**src/rtl/alu_issue_ctrl.sv**
```systemverilog
// Issue stage in front of alu_4bit: command FIFO, registered op slot driving the ALU, and a
// registered valid/ready result slot. Optional sticky flags are enabled with ALU_STICKY_FLAGS_EN.
module alu_issue_ctrl #(
  parameter int DEPTH = 4
) (
  input  logic       clk,
  input  logic       rst,
  input  logic       cmd_valid,
  output logic       cmd_ready,
  input  logic [2:0] cmd_fn,
  input  logic [3:0] cmd_a,
  input  logic [3:0] cmd_b,
  output logic [2:0] alu_fnselec,
  output logic [3:0] alu_a,
  output logic [3:0] alu_b,
  input  logic [3:0] alu_res,
  input  logic       alu_zero,
  input  logic       alu_overflow,
  input  logic       alu_carry,
  output logic       res_valid,
  input  logic       res_ready,
  output logic [3:0] res_data,
  output logic [2:0] res_fn,
  output logic [2:0] res_flags
`ifdef ALU_STICKY_FLAGS_EN
  ,
  input  logic       sticky_clr,
  output logic       sticky_ovf,
  output logic       sticky_carry
`endif
);

  // state | meaning
  // IDLE  | op slot empty, alu_* hold the last issued op
  // EXEC  | op slot full, result slot free or draining this cycle
  // STALL | op slot full, result slot blocked; alu_* held stable
  typedef enum logic [1:0] {IDLE, EXEC, STALL} state_t;

  localparam int AW = $clog2(DEPTH);
  localparam int PW = AW + 1;

  state_t        state;
  logic [10:0]   mem [DEPTH];
  logic [PW-1:0] wr_ptr;
  logic [PW-1:0] rd_ptr;
  logic [10:0]   head;
  logic          empty;
  logic          full;
  logic          push;
  logic          pop;
  logic          op_full;
  logic          retire;

  assign empty     = (wr_ptr == rd_ptr);
  assign full      = (wr_ptr[AW] != rd_ptr[AW]) && (wr_ptr[AW-1:0] == rd_ptr[AW-1:0]);
  assign cmd_ready = !full;
  assign push      = cmd_valid && !full;
  assign op_full   = (state != IDLE);
  assign retire    = op_full && (!res_valid || res_ready);
  assign pop       = !empty && (!op_full || retire);
  assign head      = mem[rd_ptr[AW-1:0]];

  always_ff @(posedge clk) begin
    if (push) begin
      mem[wr_ptr[AW-1:0]] <= {cmd_fn, cmd_a, cmd_b};
    end
  end

  always_ff @(posedge clk) begin
    if (rst) begin
      state       <= IDLE;
      wr_ptr      <= '0;
      rd_ptr      <= '0;
      alu_fnselec <= '0;
      alu_a       <= '0;
      alu_b       <= '0;
      res_valid   <= 1'b0;
      res_data    <= '0;
      res_fn      <= '0;
      res_flags   <= '0;
    end else begin
      if (push) begin
        wr_ptr <= wr_ptr + PW'(1);
      end
      if (pop) begin
        rd_ptr                      <= rd_ptr + PW'(1);
        {alu_fnselec, alu_a, alu_b} <= head;
      end
      if (retire) begin
        res_valid <= 1'b1;
        res_data  <= alu_res;
        res_fn    <= alu_fnselec;
        res_flags <= {alu_zero, alu_overflow, alu_carry};
      end else if (res_ready) begin
        res_valid <= 1'b0;
      end
      case (state)
        IDLE: begin
          if (pop) state <= EXEC;
        end
        EXEC, STALL: begin
          if (retire) state <= pop ? EXEC : IDLE;
          else        state <= STALL;
        end
        default: state <= IDLE;
      endcase
    end
  end

`ifdef ALU_STICKY_FLAGS_EN
  // A flag retiring in the same cycle as a clear wins over the clear.
  always_ff @(posedge clk) begin
    if (rst) begin
      sticky_ovf   <= 1'b0;
      sticky_carry <= 1'b0;
    end else begin
      if (retire && alu_overflow) sticky_ovf <= 1'b1;
      else if (sticky_clr)        sticky_ovf <= 1'b0;
      if (retire && alu_carry)    sticky_carry <= 1'b1;
      else if (sticky_clr)        sticky_carry <= 1'b0;
    end
  end
`endif

endmodule

```
**config.mk**
```make
export PLATFORM = sky130hd
export DESIGN_NAME = alu_issue_ctrl
export DESIGN_NICKNAME = d
export VERILOG_FILES = /design/src/rtl/alu_issue_ctrl.sv
export SDC_FILE = /design/constraint.sdc
export NUM_CORES = 1
export LEC_CHECK = 0
export BUFFER_PORTS_ARGS = -buffer_cell sky130_fd_sc_hd__buf_2
export CORE_AREA = 2 2 82 84
export DETAILED_ROUTE_END_ITERATION = 10
export DIE_AREA = 0 0 84 86
export PLACE_DENSITY = 0.71
export SLEW_MARGIN = 0
export SYNTH_ARGS = -nofsm -noshare
export SYNTH_HDL_FRONTEND = slang
export SYNTH_SLANG_ARGS = --single-unit
export TNS_END_PERCENT = 30
```
**constraint.sdc**
```tcl
create_clock -name clk -period 4.85 [get_ports clk]
set_input_delay 0.97 -clock clk [delete_from_list [all_inputs] [get_ports clk]]
set_output_delay 0.97 -clock clk [all_outputs]
set_load 0.01 [all_outputs]
```
* After elaboration in Yosys (flattened, before gate mapping)
Memory sizes are Yosys's and may differ from the RTL's. A register that Yosys moved wholly into a read port is not among the register bits.
Index checks and enable logic that the tools add are counted.
** Cells by class
- Add/sub/neg operators :: 2
- Eq/ne operators :: 6
- Multiplexer cells :: 8
- Reduce and logical (&&, ||, !) cells :: 14
** Operators by type and width (count)
- adder 3 x 1 -> 3 bit, second input constant :: 2
- 2-to-1 mux 1 bit :: 5
- logical AND 1 bit :: 4
- zero test 1 bit :: 4
- 2-to-1 mux 2 bit :: 2
- one-hot mux 2 bit (2 select lines) :: 1
- nonzero test 2 bit :: 2
- equality test 3 bit :: 1
- equality test 2 x 1 -> 1 bit, second input constant :: 1
- equality test 2 bit :: 1
- equality test 2 bit, second input constant :: 1
- zero test 2 bit :: 1
- logical OR 1 bit :: 2
- != test 2 bit, second input constant :: 1
- OR reduction 2 bit :: 1
- != test 1 bit :: 1
** Word-level totals
- Flip-flop bits (word level) :: 19
- Bits in writable memories :: 44
- Output and inout bits :: 23
- Word-level logic and storage cells :: 38
- Memories kept :: 1
** Memories
- mem :: words 4, width 11, read ports 1, clocked after memory_dff 1, write ports 1, line 43 : logic [10:0] mem [DEPTH];

* Logic depth before layout (Yosys ltp)
Gate-level depths: netlist of run 1.
- Depth after elaboration :: 8
- Depth in mapped cells :: 7
- Depth with buffers taken out :: 5

* Worst setup path after synthesis of run 1
No wires, ideal clock.
- Path kind :: input -> register
- Start point :: input port res_ready
- End point :: register alu_a[3], read port of mem
- Setup time :: 0.128 ns
- Data arrival time :: 1.835 ns
- Data required time :: 4.722 ns
- Setup slack :: 2.888 ns
- Stages on the path :: 5
- Cell sequence :: nand2b_1 o32ai_4 buf_8 mux2i_1 nor2_1
** On the way
- Cells in the longest elaborated chain, start to end :: 4
** RTL lines
- start: declaration :: line 21 : input logic res_ready,
- logical OR 1 bit :: line 59 : assign retire = op_full && (!res_valid || res_ready);
- logical AND 1 bit :: line 59
- logical OR 1 bit :: line 60 : assign pop = !empty && (!op_full || retire);
- logical AND 1 bit :: line 60
- end: declaration :: line 14 : output logic [3:0] alu_a,
No other way between the ends.
A chain may end at the register's enable or synchronous reset.

* Worst setup path after layout of run 1
- Start point :: register rd_ptr[0]
- End point :: output port cmd_ready
** On the way
- Cells in the longest elaborated chain, start to end :: 3
** RTL lines
- start: declaration :: line 45 : logic [PW-1:0] rd_ptr;
- start signal: assignment :: line 86 : rd_ptr <= rd_ptr + PW'(1);
- equality test 2 bit :: line 55 : assign full = (wr_ptr[AW] != rd_ptr[AW]) && (wr_ptr[AW-1:0] == rd_ptr[AW-1:0]);
- logical AND 1 bit :: line 55
- zero test 1 bit :: line 56 : assign cmd_ready = !full;
- end: declaration :: line 9 : output logic cmd_ready,
No other way between the ends.

==> qor.yml, run 1 <==
status: "completed"
ys_warn_count: 0
hold_end: "res_data[3]"
grt_pass1_wl_microns: 7450
ctsResizeCount: 0
routabilityCongestion: 0.736
p_leak_nw: 1.32
io_buffers: 44
fin_setup_tns_ns: 0
synth_cells: 196
grt_pass1_vias: 1534
max_clock_freq_mhz: 338
dieWidth_microns: 84
htreeDepth: 3
routedWlPerCell_microns: 14.5
setup_viol: 0
core_area_sq_um: 6280
seq_area_frac_synth_pct: 66.1
reg2reg_depth: 3
ys_ff_latch: 74
rsz0062_at_grt: "no"
synthArstFlopShare_pct: 0
antennaDiodeCount: 0
power_w: 0.00190
drc: 0
grt_max_degree: 31
hp-class: "reg -> reg"
period_share_pct: 61.0
drive_above_1_share_pct: 28.7
initial_utilization_pct: 46.3
syn2layout_area_growth_pct: 15.5
p_per_area_nw_per_um2: 565
period_needed_ns: 2.96
cp_cell_sequence: "xor2_2 -> or3_1 -> buf_2"
slowest_delay_ns: 0.91
cts.sinks: 74
postCtsSetupBuffers: 0
io_pins: 45
dp_hpwl_microns: 3000
finClkSkew_ns: 0.00559
synth_fp_nets: 225
slowest_stage: "dfxtp_1"
final_cell_mix: "buf_2 (44), edfxtp_1 (44), dfxtp_1 (30)"
drt.antenna.violating_nets: 0
cp-end-kind: "output port"
synth_cell_types: 32
dominantRegCellSynth: "edfxtp_1"
clkTransAtPathRegs_ns: 0.07
maxCapViolations: 0
arrival_ns: 1.99
fp.dieArea_sq_um: 7220
std_cell_rows: 29
routed_wl_microns: 4700
finalHoldViolations: 0
clockBufferDepth: 2
relSlewSlack_pct: 37.5
rr_startpoint: "rd_ptr[0]"
clock_latency_ns: 0.34
vias: 1641
start_kind: "flip-flop"
viasPerCell: 5.06
timing_worst_slew_pin_value_ns: 0.938
syn_area_sq_um: 2910
r2r-end: "mem[0][7]"
holdPathStages: 2
min-delay-start: "res_data[3]"
initialDrtViolationCount: 38
grt_antenna_before_repair: 0
finalMaxSlewViolations: 0
critical_path_class: "reg -> out"
cts_made_buffers: 9
overflow: 0
cts_root_buf: "clkbuf_8"
synth_edf_count: 44
crit_required_ns: 3.88
rrSetupSlack_ns: 2.41
cts_tree: "yes"
syn_area_per_cell_sq_um: 14.8
cts_hold_repair.buffers: 0
die_h_microns: 86
grt_usage_pct: 13.8
first_pass_iters: 6
crit_fanout: 14
vdd_drop_max_mv: 0.295
nNetsFinal: 271
-- logic make-up (layout without fill, tap and decap cells) --
logic type | after synthesis | after routing | synth area share (%)
multiplexers | 24 | 24 | 13.3
adder cells (fa/ha/maj) | 7 | 7 | 3.01
AND/OR/NAND/NOR | 48 | 48 | 7.15
buffers and inverters | 16 | 67 | 2.67
AO/OA/AOI/OAI | 20 | 20 | 5.12
XOR/XNOR | 7 | 7 | 2.63
flip-flops | 74 | 74 | 66.2
-- critical path, delay by kind of cell, from the launching register on --
| kind | cells | cell delay [ns] |
|---|---|---|
| xor gates and xnor gates | 1 | 0.25 |
| and+or+nand+nor | 1 | 0.35 |
| buffers and inverters | 1 | 0.14 |
| DFF | 1 | 0.91 |
-- synthesized netlist by cell type, types with 4 or more instances --
cell type	count	area [sq um]
edfxtp_1	44	1320
dfxtp_1	30	601
nand2_1	20	75.1
nor2_1	16	60.1
a21oi_1	13	65.1
mux2i_1	13	130
mux4_2	9	203
ha_1	7	87.6
inv_1	7	26.3
clkbuf_1	4	15.0
-- state kept, by name, indices dropped and copies added (netlist names) --
name and cells:
res_data 4, wr_ptr 3, rd_ptr 3, res_fn 3, res_valid 1, state 2
alu_b 4, alu_a 4, res_flags 3, mem 44, alu_fnselec 3
-- cell type report --
type	instances	area [sq um]
multi-input cells	106	906
clock inverters	5	55.1
clock buffers	11	131
fillers	515	2920
inverters	7	26.3
well taps	77	96.3
repair buffers	44	220
flip-flops and latches	74	1920
-- routing by layer --
layer	share of wire (%)	track usage, %
met1	45	16.0
met2	48	22.9
met3	5.5	5.68
met4	1.3	5.72
met5	0	0
-- through the flow --
stage	setup slack, ns	utilization, %	std cells	instance area, sq um	hold slack, ns
global route	1.71	53.5	324	3360	0.478
detailed placement	2.22	50.5	308	3170	0.445
finish	1.89	53.5	324	3360	0.450
floorplan	2.89	-	196	2910	0.465
CTS	1.83	53.5	324	3360	0.455
global placement	2.21	50.5	308	3170	0.440
-- worst max-delay path by stage --
| stage | slack [ns] | end | from | cells after the start |
|---|---|---|---|---|
| final | 1.89 | cmd_ready | rd_ptr[0] | 3 |
| after floorplan | 2.89 | alu_a[3] | res_ready | 5 |
| after CTS | 1.83 | cmd_ready | rd_ptr[0] | 3 |
| after detailed placement | 2.22 | cmd_ready | rd_ptr[0] | 3 |
| after global routing | 1.71 | cmd_ready | rd_ptr[0] | 3 |
| after global placement | 2.21 | cmd_ready | rd_ptr[0] | 3 |
-- report_power, final --
group	total [W]	leakage (nW)	switching, W	internal [W]
registers	0.000877	0.650	0.0000978	0.000779
logic	0.000571	0.574	0.000293	0.000278
clock network	0.000449	0.0909	0.000213	0.000236
total	0.00190	1.32	0.000604	0.00129
Power figures use the tool's default switching activity.
==> inputs of run 2 (changes only) <==
PLACE_DENSITY = 0.73   (was 0.71)
clock period = 2.62 ns   (was 4.85 ns; I/O delays follow)
==> run 2 against run 1 <==
  * Via count rose by 0.67%
  * Combinational power rose by 110%
  * Largest power group unchanged
  * Cell count rose by 0.93%
  * Hold slack got worse by 0.059 ns
  * Clock skew rose by 0.0040 ns
  * Worst setup slack got worse by 1.3 ns
==> qor.yml, run 2 (synthesis results as in run 1) <==
arrival_ns: 1.96  # -0.03 ns
relSlewSlack_pct: 35.8  # -1.6 points
cts_made_buffers: 9  # unchanged
final_cell_mix: "buf_2 (44), edfxtp_1 (44), dfxtp_1 (30)"
final_area_sq_um: 3370  # +0.37%
regArea_sq_um: 1920  # unchanged
vdd_drop_max_mv: 0.635  # +120%
grt_antenna_before_repair: 0  # unchanged
grt_max_degree: 31  # unchanged
std_cell_rows: 29  # unchanged
critical_path_class: "reg -> reg"
start_kind: "flip-flop"
dpl_cell_area_sq_um: 3190  # +0.71%
cts_root_buf: "clkbuf_8"
fillers: 539  # +4.7%
vias: 1652  # +0.67%
routabilityCongestion: 0.735  # -0.16%
maxCapViolations: 0  # unchanged
routed_wl_microns: 4960  # +5.5%
setup_viol: 0  # unchanged
initial_utilization_pct: 46.3  # unchanged
timing_worst_slew_pin_value_ns: 0.963  # +0.0246 ns
finalMaxSlewViolations: 0  # unchanged
slowest_stage: "and2_1"
period_needed_ns: 1.98
first_pass_iters: 4  # -2
fin_setup_tns_ns: 0  # unchanged
viasPerCell: 5.05  # -0.25%
grt_pass1_wl_microns: 7970  # +7.0%
cts_hold_repair.buffers: 0  # unchanged
max_clock_freq_mhz: 505
routedWlPerCell_microns: 15.2  # +4.6%
io_pins: 45  # unchanged
nNetsFinal: 274  # +1.1%
grt_pass1_vias: 1607  # +4.8%
antennaDiodeCount: 0  # unchanged
crit_required_ns: 2.60  # -1.28 ns
drt.antenna.violating_nets: 0  # unchanged
status: "completed"
finalHoldViolations: 0  # unchanged
io_buffers: 44  # unchanged
dp_hpwl_microns: 3250  # +8.4%
clock_latency_ns: 0.34  # about the same
overflow: 0  # unchanged
clockBufferDepth: 2  # unchanged
postCtsSetupBuffers: 0  # unchanged
finClkSkew_ns: 0.00959  # +0.00400 ns
core_area_sq_um: 6280  # unchanged
drive_above_1_share_pct: 30.4  # +1.7 points
ctsResizeCount: 0  # unchanged
hp-class: "in -> reg"
fp.dieArea_sq_um: 7220  # unchanged
cts.sinks: 74  # unchanged
die_h_microns: 86  # unchanged
clkTransAtPathRegs_ns: 0.08  # about the same
cp-end-kind: "flip-flop"
rrSetupSlack_ns: 0.64  # -1.77 ns
cts_tree: "yes"
period_share_pct: 75.6
drc: 0  # unchanged
syn2layout_area_growth_pct: 16.0
p_leak_nw: 1.32  # +0.35%
rsz0062_at_grt: "no"
grt_usage_pct: 15.0  # +1.2 points
cp_cell_sequence: "xor2_2 -> o31a_1 -> and2_1"
slowest_delay_ns: 0.57  # -0.34 ns
htreeDepth: 3  # unchanged
initialDrtViolationCount: 40  # +5.3%
dieWidth_microns: 84  # unchanged
p_per_area_nw_per_um2: 1040  # +84%
largest_register_ffs: 44  # unchanged
crit_fanout: 11  # -3
multi_input_area_sq_um: 906  # unchanged
[run 2: cell type report]
class                   instances  share of cell area (%)
flip-flops and latches         74                    57.0
multi-input cells             106                    26.9
inverters                       7                   0.780
clock buffers                   9                    3.68
clock inverters                 7                    1.56
repair buffers                 47                    7.20
well taps                      77                    2.86
[run 2: worst max-delay path, delay by kind of cell (launching register included)]
kind / cells / cell delay (ns)
compound gates: 1 / 0.27
xor+xnor: 1 / 0.31
flops: 1 / 0.46
simple gates: 1 / 0.57
[run 2: path summary, 6_finish.rpt]
check,from,end,depth (start not counted)
max,wr_ptr[0],mem[1][2],3
min,cmd_a[1],mem[1][5],1
max reg2reg,wr_ptr[0],mem[1][2],3
min reg2reg,res_fn[0],res_fn[0],2
[run 2: stage by stage]
stage	hold slack [ns]	setup WS [ns]	utilization [%]	std cells	power (W)
2_1_floorplan	0.465	0.984	-	196	0.00247
3_3_place_gp	0.439	0.658	50.9	311	0.00275
3_5_place_dp	0.446	0.609	50.9	311	0.00278
4_1_cts	0.374	0.594	53.7	327	0.00356
5_1_grt	0.371	0.464	53.7	327	0.00375
6_report	0.392	0.640	53.7	327	0.00351
[run 2: per-layer routing]
| layer | global-route usage, % | wire (microns) | vias to the layer above |
|---|---|---|---|
| met1 | 17.9 | 2140 | 779 |
| met3 | 6.83 | 375 | 5 |
| met4 | 4.40 | 31 | 0 |
| li1 | - | - | 810 |
| met2 | 24.6 | 2410 | 58 |
| met5 | 0 | 0 | - |
[run 2: power by group]
part	internal, W	switching [W]
logic	0.000543	0.000647
clock network	0.000348	0.000420
registers	0.00144	0.000107
